## src/rtl/input_conditioner.sv

```systemverilog
// Push-button input conditioner: a two-flop synchronizer followed by a
// four-state debounce FSM. Produces a registered debounced level (X_OUT)
// and a registered one-cycle press event (X_PULSE) for downstream logic.
module input_conditioner #(
  parameter int unsigned DEBOUNCE_CYCLES = 4
) (
  input  logic CLK,
  input  logic nRST,
  input  logic BTN_IN,
  output logic X_OUT,
  output logic X_PULSE
);

  localparam int unsigned CW = $clog2(DEBOUNCE_CYCLES + 1);

  // Count value on which the next agreeing sample completes confirmation.
  localparam logic [CW-1:0] CNT_LAST = CW'(DEBOUNCE_CYCLES - 1);
  localparam logic [CW-1:0] CNT_ONE  = CW'(1);

  typedef enum logic [1:0] {
    IDLE   = 2'b00,  // stable released
    CHK_HI = 2'b01,  // confirming a press
    HIGH   = 2'b10,  // stable pressed
    CHK_LO = 2'b11   // confirming a release
  } state_t;

  logic          sync1;
  logic          sync2;
  state_t        state;
  state_t        state_nxt;
  logic [CW-1:0] cnt;
  logic [CW-1:0] cnt_nxt;
  logic          x_out_nxt;
  logic          x_pulse_nxt;

  // Two-flop synchronizer; only sync2 is visible to the debounce logic.
  always_ff @(posedge CLK) begin
    if (!nRST) begin
      sync1 <= 1'b0;
      sync2 <= 1'b0;
    end else begin
      sync1 <= BTN_IN;
      sync2 <= sync1;
    end
  end

  // State, sample counter and registered outputs, all on the same edge.
  always_ff @(posedge CLK) begin
    if (!nRST) begin
      state   <= IDLE;
      cnt     <= '0;
      X_OUT   <= 1'b0;
      X_PULSE <= 1'b0;
    end else begin
      state   <= state_nxt;
      cnt     <= cnt_nxt;
      X_OUT   <= x_out_nxt;
      X_PULSE <= x_pulse_nxt;
    end
  end

  // Next-state, next-count and next-output decode. The count never exceeds
  // CNT_LAST, because reaching it with an agreeing sample always leaves the
  // confirming state and clears the count.
  always_comb begin
    state_nxt   = IDLE;
    cnt_nxt     = '0;
    x_pulse_nxt = 1'b0;

    case (state)
      IDLE: begin
        if (sync2) begin
          state_nxt = CHK_HI;
          cnt_nxt   = CNT_ONE;
        end else begin
          state_nxt = IDLE;
        end
      end

      CHK_HI: begin
        if (!sync2) begin
          state_nxt = IDLE;
        end else if (cnt == CNT_LAST) begin
          state_nxt   = HIGH;
          x_pulse_nxt = 1'b1;
        end else begin
          state_nxt = CHK_HI;
          cnt_nxt   = cnt + CNT_ONE;
        end
      end

      HIGH: begin
        if (!sync2) begin
          state_nxt = CHK_LO;
          cnt_nxt   = CNT_ONE;
        end else begin
          state_nxt = HIGH;
        end
      end

      CHK_LO: begin
        if (sync2) begin
          state_nxt = HIGH;
        end else if (cnt == CNT_LAST) begin
          state_nxt = IDLE;
        end else begin
          state_nxt = CHK_LO;
          cnt_nxt   = cnt + CNT_ONE;
        end
      end

      default: begin
        state_nxt = IDLE;
      end
    endcase

    x_out_nxt = (state_nxt == HIGH) || (state_nxt == CHK_LO);
  end

endmodule

```

## config.mk

```make
export PLATFORM = sky130hd
export DESIGN_NAME = input_conditioner
export DESIGN_NICKNAME = d
export VERILOG_FILES = /design/src/rtl/input_conditioner.sv
export SDC_FILE = /design/constraint.sdc
export NUM_CORES = 1
export LEC_CHECK = 0
export BUFFER_PORTS_ARGS = -buffer_cell sky130_fd_sc_hd__buf_2
export CAP_MARGIN = 20
export CORE_AREA = 2 2 39 41
export CTS_CLUSTER_SIZE = 30
export DETAILED_ROUTE_END_ITERATION = 7
export DIE_AREA = 0 0 41 43
export GPL_TIMING_DRIVEN = 0
export PLACE_DENSITY_LB_ADDON = 0.1
export SYNTH_ARGS = -nofsm -noshare
export SYNTH_HDL_FRONTEND = slang
export SYNTH_SLANG_ARGS = --single-unit
```

## constraint.sdc

```tcl
create_clock -name CLK -period 1.4 [get_ports CLK]
set_input_delay 0.28 -clock CLK [delete_from_list [all_inputs] [get_ports CLK]]
set_output_delay 0.28 -clock CLK [all_outputs]
set_load 0.01 [all_outputs]
```

==> results of run 1 <==
==> per-layer routing <==
metal / wire (um) / vias to the layer above
met5: 0 / -
met4: 29 / 0
met3: 19 / 4
met2: 193 / 6
met1: 203 / 96
li1: - / 100
==> worst max path at each step <==
stage	slack, ps	end	depth (start not counted)
6_report	330	X_OUT	3
4_1_cts	320	X_OUT	3
3_3_place_gp	350	X_OUT	3
5_1_grt	270	X_OUT	3
3_5_place_dp	320	X_OUT	3
2_1_floorplan	410	cnt[0]	3
==> metrics by stage <==
| stage | std cells | hold WS [ps] |
|---|---|---|
| 2_1_floorplan | 24 | 402 |
| 3_3_place_gp | 44 | 418 |
| 3_5_place_dp | 44 | 425 |
| 4_1_cts | 47 | 231 |
| 5_1_grt | 47 | 223 |
| 6_report | 47 | 232 |
==> kinds of logic (layout without fill, tap and decap cells) <==
family | Yosys count | count (layout)
simple gates | 11 | 11
flops | 8 | 8
xor+xnor | 1 | 1
compound gates | 1 | 1
buf+inv | 1 | 8
fa+ha+maj | 1 | 1
mux | 1 | 1
==> report_power, final <==
group	switching, mW	total, mW	internal, mW
sequential	0.00273	0.235	0.232
combinational	0.00612	0.0118	0.00569
clock	0.0764	0.174	0.0980
==> worst max-delay path: cells and delay by family, from the launching register on <==
family,cells,cell delay (ps)
adders and majority gates,1,200
and+or+nand+nor,1,250
DFF,1,360
muxes,1,200
==> cells in the final DEF (no fill, tap or decap), drive strengths merged <==
cell / instances
buf: 4
nand2: 3
ha: 1
a2111oi: 1
nor3b: 1
nor2: 1
xnor2: 1
nor3: 1
clkbuf: 3
mux2i: 1
and3b: 1
dfxtp: 8
inv: 1
nand4bb: 1
and2: 2
nor4b: 1
==> cell usage after synthesis (all sizes together) <==
master and n:
xnor2 1, ha 1, nor3b 1, dfxtp 8, nor2 1, inv 1, a2111oi 1, and3b 1
and2 2, nor4b 1, nand2 3, mux2i 1, nand4bb 1, nor3 1
==> state kept, by name, summed over array words and instances (netlist names) <==
register	flops
state	1
cnt	3
X_OUT	1
sync2	1
X_PULSE	1
sync1	1
==> layout make-up <==
type,instances,area (um^2)
sequential,8,160
inverter,1,3.75
tap,16,20.0
multi-input combinational,15,115
clock buffer,3,22.5
timing repair buffer,4,20.0
fill,142,1040
==> flow_metrics.tcl, run 1 <==
set metrics [dict create \
    status "finished clean" \
    final_area_um2 342 \
    clk_latency_ps 250 \
    startpoint "cnt[0]" \
    via_per_inst 4.38 \
    yosysUniqueCellTypes 14 \
    ioPinCount 5 \
    tns_ps 0 \
    grt_use_total_pct 7.36 \
    initial_core_util_pct 20.2 \
    worstPathArrival_ps 1250 \
    clock_sinks 8 \
    irDropWorstVdd_mv 0.372 \
    yosys.area_share.adder_pct 4.48 \
    power.leakage_nw 0.135 \
    yosysTopAreaCellShare_pct 57.4 \
    dpl_cell_area_um2 319 \
    grt.busiest_layer "met4" \
    setup_slack_ps 329 \
    synth-simple-area-share_pct 24.7 \
    htreeDepth 1 \
    synth-warning-count 0 \
    fmax_mhz 934 \
    drtPass1Iterations 2 \
    die_y_um 43 \
    wl_um 446 \
    r2r_setup_slack_ps 330 \
    synth_seq_cells 8 \
    finalHoldViolations 0 \
    drive_above_1_share_pct 25.8 \
    core-area_mm2 0.00138 \
    antennaDiodeCount 0 \
    cts_max_path_buffers 2 \
    synthesis.area_um2 279 \
    fin_nets 37 \
    critPathLaunchType "register" \
    vias 206 \
    port-buffer-count 4 \
    utilization_pct 24.7 \
    crit_type "reg -> reg" \
    hold_end "sync1" \
    grt_max_degree 7 \
    die_x_um 41 \
    gr-usage-met1_pct 7.49 \
    fin_crit_ps 1070 \
    synth_xor_area_share_pct 3.14 \
    gp_congestion 0.747 \
    hold_depth 2 \
    grtUsageMet3_pct 3.14 \
    die_area_mm2 0.00176 \
    dr.first_iter.drc_count 2 \
    grt_use_met2_pct 8.13 \
    post_cts_buffers 0 \
    fin_crit_sh_pct 76.5 \
    root_buffer "clkbuf_4" \
    ant_nets 0 \
    cts_tree "done" \
    critical-path-slowest-cell "dfxtp_1" \
    ff2ff_path_depth 3 \
    powerDensity_mw_per_mm2 1230 \
    syn_avg_cell_area_um2 11.6 \
    path_clk_slew_ps 50 \
    cts_resized 0 \
    synth_area_leaders "dfxtp_1, a2111oi_2, and2_1" \
    p_total_mw 0.421 \
    yosysTopAreaCell "dfxtp_1" \
    setup_violations 0 \
    min_from "BTN_IN" \
    netlist_instances 24 \
    path_max_fanout 3 \
    worstReg2RegEnd "X_OUT" \
    rows 14 \
    path_cells "ha_1 -> and3b_1 -> mux2i_1" \
    ctsHoldBuffers 0 \
    grt_pass1_vias 192 \
    rsz0062_at_grt "false" \
    synthMuxAreaShare_pct 3.59 \
    synth_compound_area_share_pct 5.38 \
    required_ps 1580 \
    grt_overflow 0 \
    cts_made_buffers 3 \
    maxCapViolCount 0 \
    drc_errors 0 \
    mappedNetlistNets 28 \
    tightest_slew_ps 360 \
    hold_path.class "in -> reg" \
    grt_antenna_before_repair 0 \
    pre_cts_slack_ps 318 \
    place_hpwl_um 326 \
    syn_to_final_growth_pct 22.4 \
    reg2reg_from "cnt[0]" \
    finalClockSkew_ps 1.84 \
    wire_per_inst_um 9.49 \
    grt_pass1_wl_um 745 \
    relSlewSlack_pct 75.8 \
    synth_top_family_by_area "simple AND/OR/NAND/NOR gates" \
    ys_seq_area_share_pct 57.4 \
    critical_path.max_stage_delay_ps 360 \
    slew_violations 0 \
    crit_path_end_kind "register" \
]
Note: power is estimated with default switching activity, not from simulation.
==> inputs of run 2 (changes only) <==
==> constraint.sdc (replaced) <==
create_clock -name CLK -period 1 [get_ports CLK]
set_input_delay 0.2 -clock CLK [delete_from_list [all_inputs] [get_ports CLK]]
set_output_delay 0.2 -clock CLK [all_outputs]
set_load 0.01 [all_outputs]
==> run 2 against run 1 <==
  * The flow now finishes with violations (setup timing)
  * First-iteration DRC count stayed put
  * Non-clock buffer count up 1
  * Critical path depth stayed put
  * Critical path type unchanged
  * Critical endpoint is now cnt[0]
==> flow_metrics.tcl, run 2 (synthesis gave the netlist of run 1 again) <==
set metrics [dict create \
    holdWs_ps 151 \
    violations "setup timing" \
    dr.first_iter.drc_count 2 \
    gp_congestion 0.747 \
    status "finished, violations left" \
    regMostFlops "cnt" \
    power.leakage_nw 0.139 \
    mostFrequentLayoutCells "dfxtp_1, buf_2, nand2_1, clkbuf_4" \
    seq_area_um2 163 \
    path_clk_slew_ps 50 \
    rsz0062_at_grt "true" \
    grt_antenna_before_repair 0 \
    worstPathArrival_ps 1160 \
    utilization_pct 27.4 \
    critPathLaunchType "register" \
    clkPwrFrac_pct 41.5 \
    met3WireLength_um 18 \
    cts_made_buffers 3 \
    die_x_um 41 \
    p_int_mw 0.472 \
    drive_above_1_share_pct 46.9 \
    powerDensity_mw_per_mm2 1570 \
    routed.top_layer "met4" \
    grt_overflow 0 \
    tns_ps -6.24 \
    final_area_um2 379 \
    port-buffer-count 4 \
    drc_errors 0 \
    setup_violations 1 \
    grt_pass1_wl_um 807 \
    fin_crit_ps 1010 \
    fin_nets 38 \
    fmax_mhz 994 \
    final_common_cell "dfxtp_1" \
    path_max_fanout 3 \
    die_area_mm2 0.00176 \
    ioPinCount 5 \
    relSlewSlack_pct 81.5 \
    grt_use_total_pct 7.86 \
    cts_max_path_buffers 2 \
    antennaDiodeCount 0 \
    clock_sinks 8 \
    n_fill_cell 145 \
    hold_path.class "in -> reg" \
    die_y_um 43 \
    crit_type "reg -> reg" \
    setup_slack_ps -6.24 \
    multi_input_area_um2 143 \
    wire_per_inst_um 10.8 \
    p_sw_mw 0.124 \
    crit_path_end_kind "register" \
    root_buffer "clkbuf_4" \
    dpl_cell_area_um2 319 \
    wl_met1_um 217 \
    htreeDepth 1 \
    required_ps 1150 \
    syn_to_final_growth_pct 35.9 \
    grt_pass1_vias 205 \
    finalClockSkew_ps 0.371 \
    cts_tree "done" \
    wl_met2_um 253 \
    irDropWorstVdd_mv 0.522 \
    largest_reg_flops 3 \
    place_hpwl_um 326 \
    drtPass1Iterations 2 \
    maxCapViolCount 0 \
    grt_max_degree 7 \
    clk_latency_ps 250 \
    finalHoldViolations 0 \
    core-area_mm2 0.00138 \
    initial_core_util_pct 20.2 \
    ant_nets 0 \
    seq_power_share_pct 55.4 \
    rows 14 \
    comb_power_share_pct 3.1 \
    vias 210 \
    tightest_slew_ps 276 \
    via_per_inst 4.38 \
    slew_violations 0 \
    wl_um 519 \
    fin_crit_sh_pct 101 \
    switching_share_pct 20.9 \
]
[run 2: cell types whose count changed in the layout (fill, tap and decap cells not counted), sizes merged]
cell / before / now
buf: 4 / 5
[run 2: worst max-delay path, cell delays in order, from the launching register on]
cell and delay, ps:
dfxtp_2 340, ha_4 160, and3b_2 220, a2111oi_2 190
[run 2: per-layer routing]
layer / up-vias / track usage [%]
li1: 100 / -
met1: 100 / 7.49
met4: 0 / 12.0
met3: 4 / 3.14
met5: - / 0
met2: 6 / 9.69
[run 2: cell type report]
type | count | share of cell area, %
flip-flops and latches | 8 | 42.9
well taps | 16 | 5.28
inverters | 1 | 0.990
repair buffers | 5 | 7.26
multi-input cells | 15 | 37.6
clock buffers | 3 | 5.94
[run 2: path summary, 6_finish.rpt]
kind | cells after the start | slack [ps] | startpoint | endpoint
max | 3 | -6 | cnt[0] | cnt[0]
max reg2reg | 3 | -6 | cnt[0] | cnt[0]
min reg2reg | 1 | 440 | sync1 | sync2
min | 2 | 150 | BTN_IN | sync1
[run 2: metrics by stage]
| step | worst slack, ps | power (mW) | cells |
|---|---|---|---|
| after floorplan | 12.5 | 0.344 | 24 |
| after global placement | -49.1 | 0.352 | 44 |
| after detailed placement | -82.5 | 0.352 | 44 |
| after CTS | -8.94 | 0.594 | 48 |
| after global routing | -50.1 | 0.624 | 48 |
| final | -6.24 | 0.596 | 48 |
[run 2: power groups by stage]
stage               registers, mW  clock network [mW]  logic, mW
floorplan                   0.335                   0    0.00944
global placement            0.336                   0     0.0163
detailed placement          0.336                   0     0.0165
CTS                         0.330               0.247     0.0169
global route                0.331               0.273     0.0205
finish                      0.330               0.248     0.0185
[run 2: repair_timing]
action,4_1_cts,5_1_grt
pin swaps,0,0
setup endpoints to repair,2,4
setup buffers,1,0
gates cloned,0,0
resized for setup,4,3
hold buffers,0,0
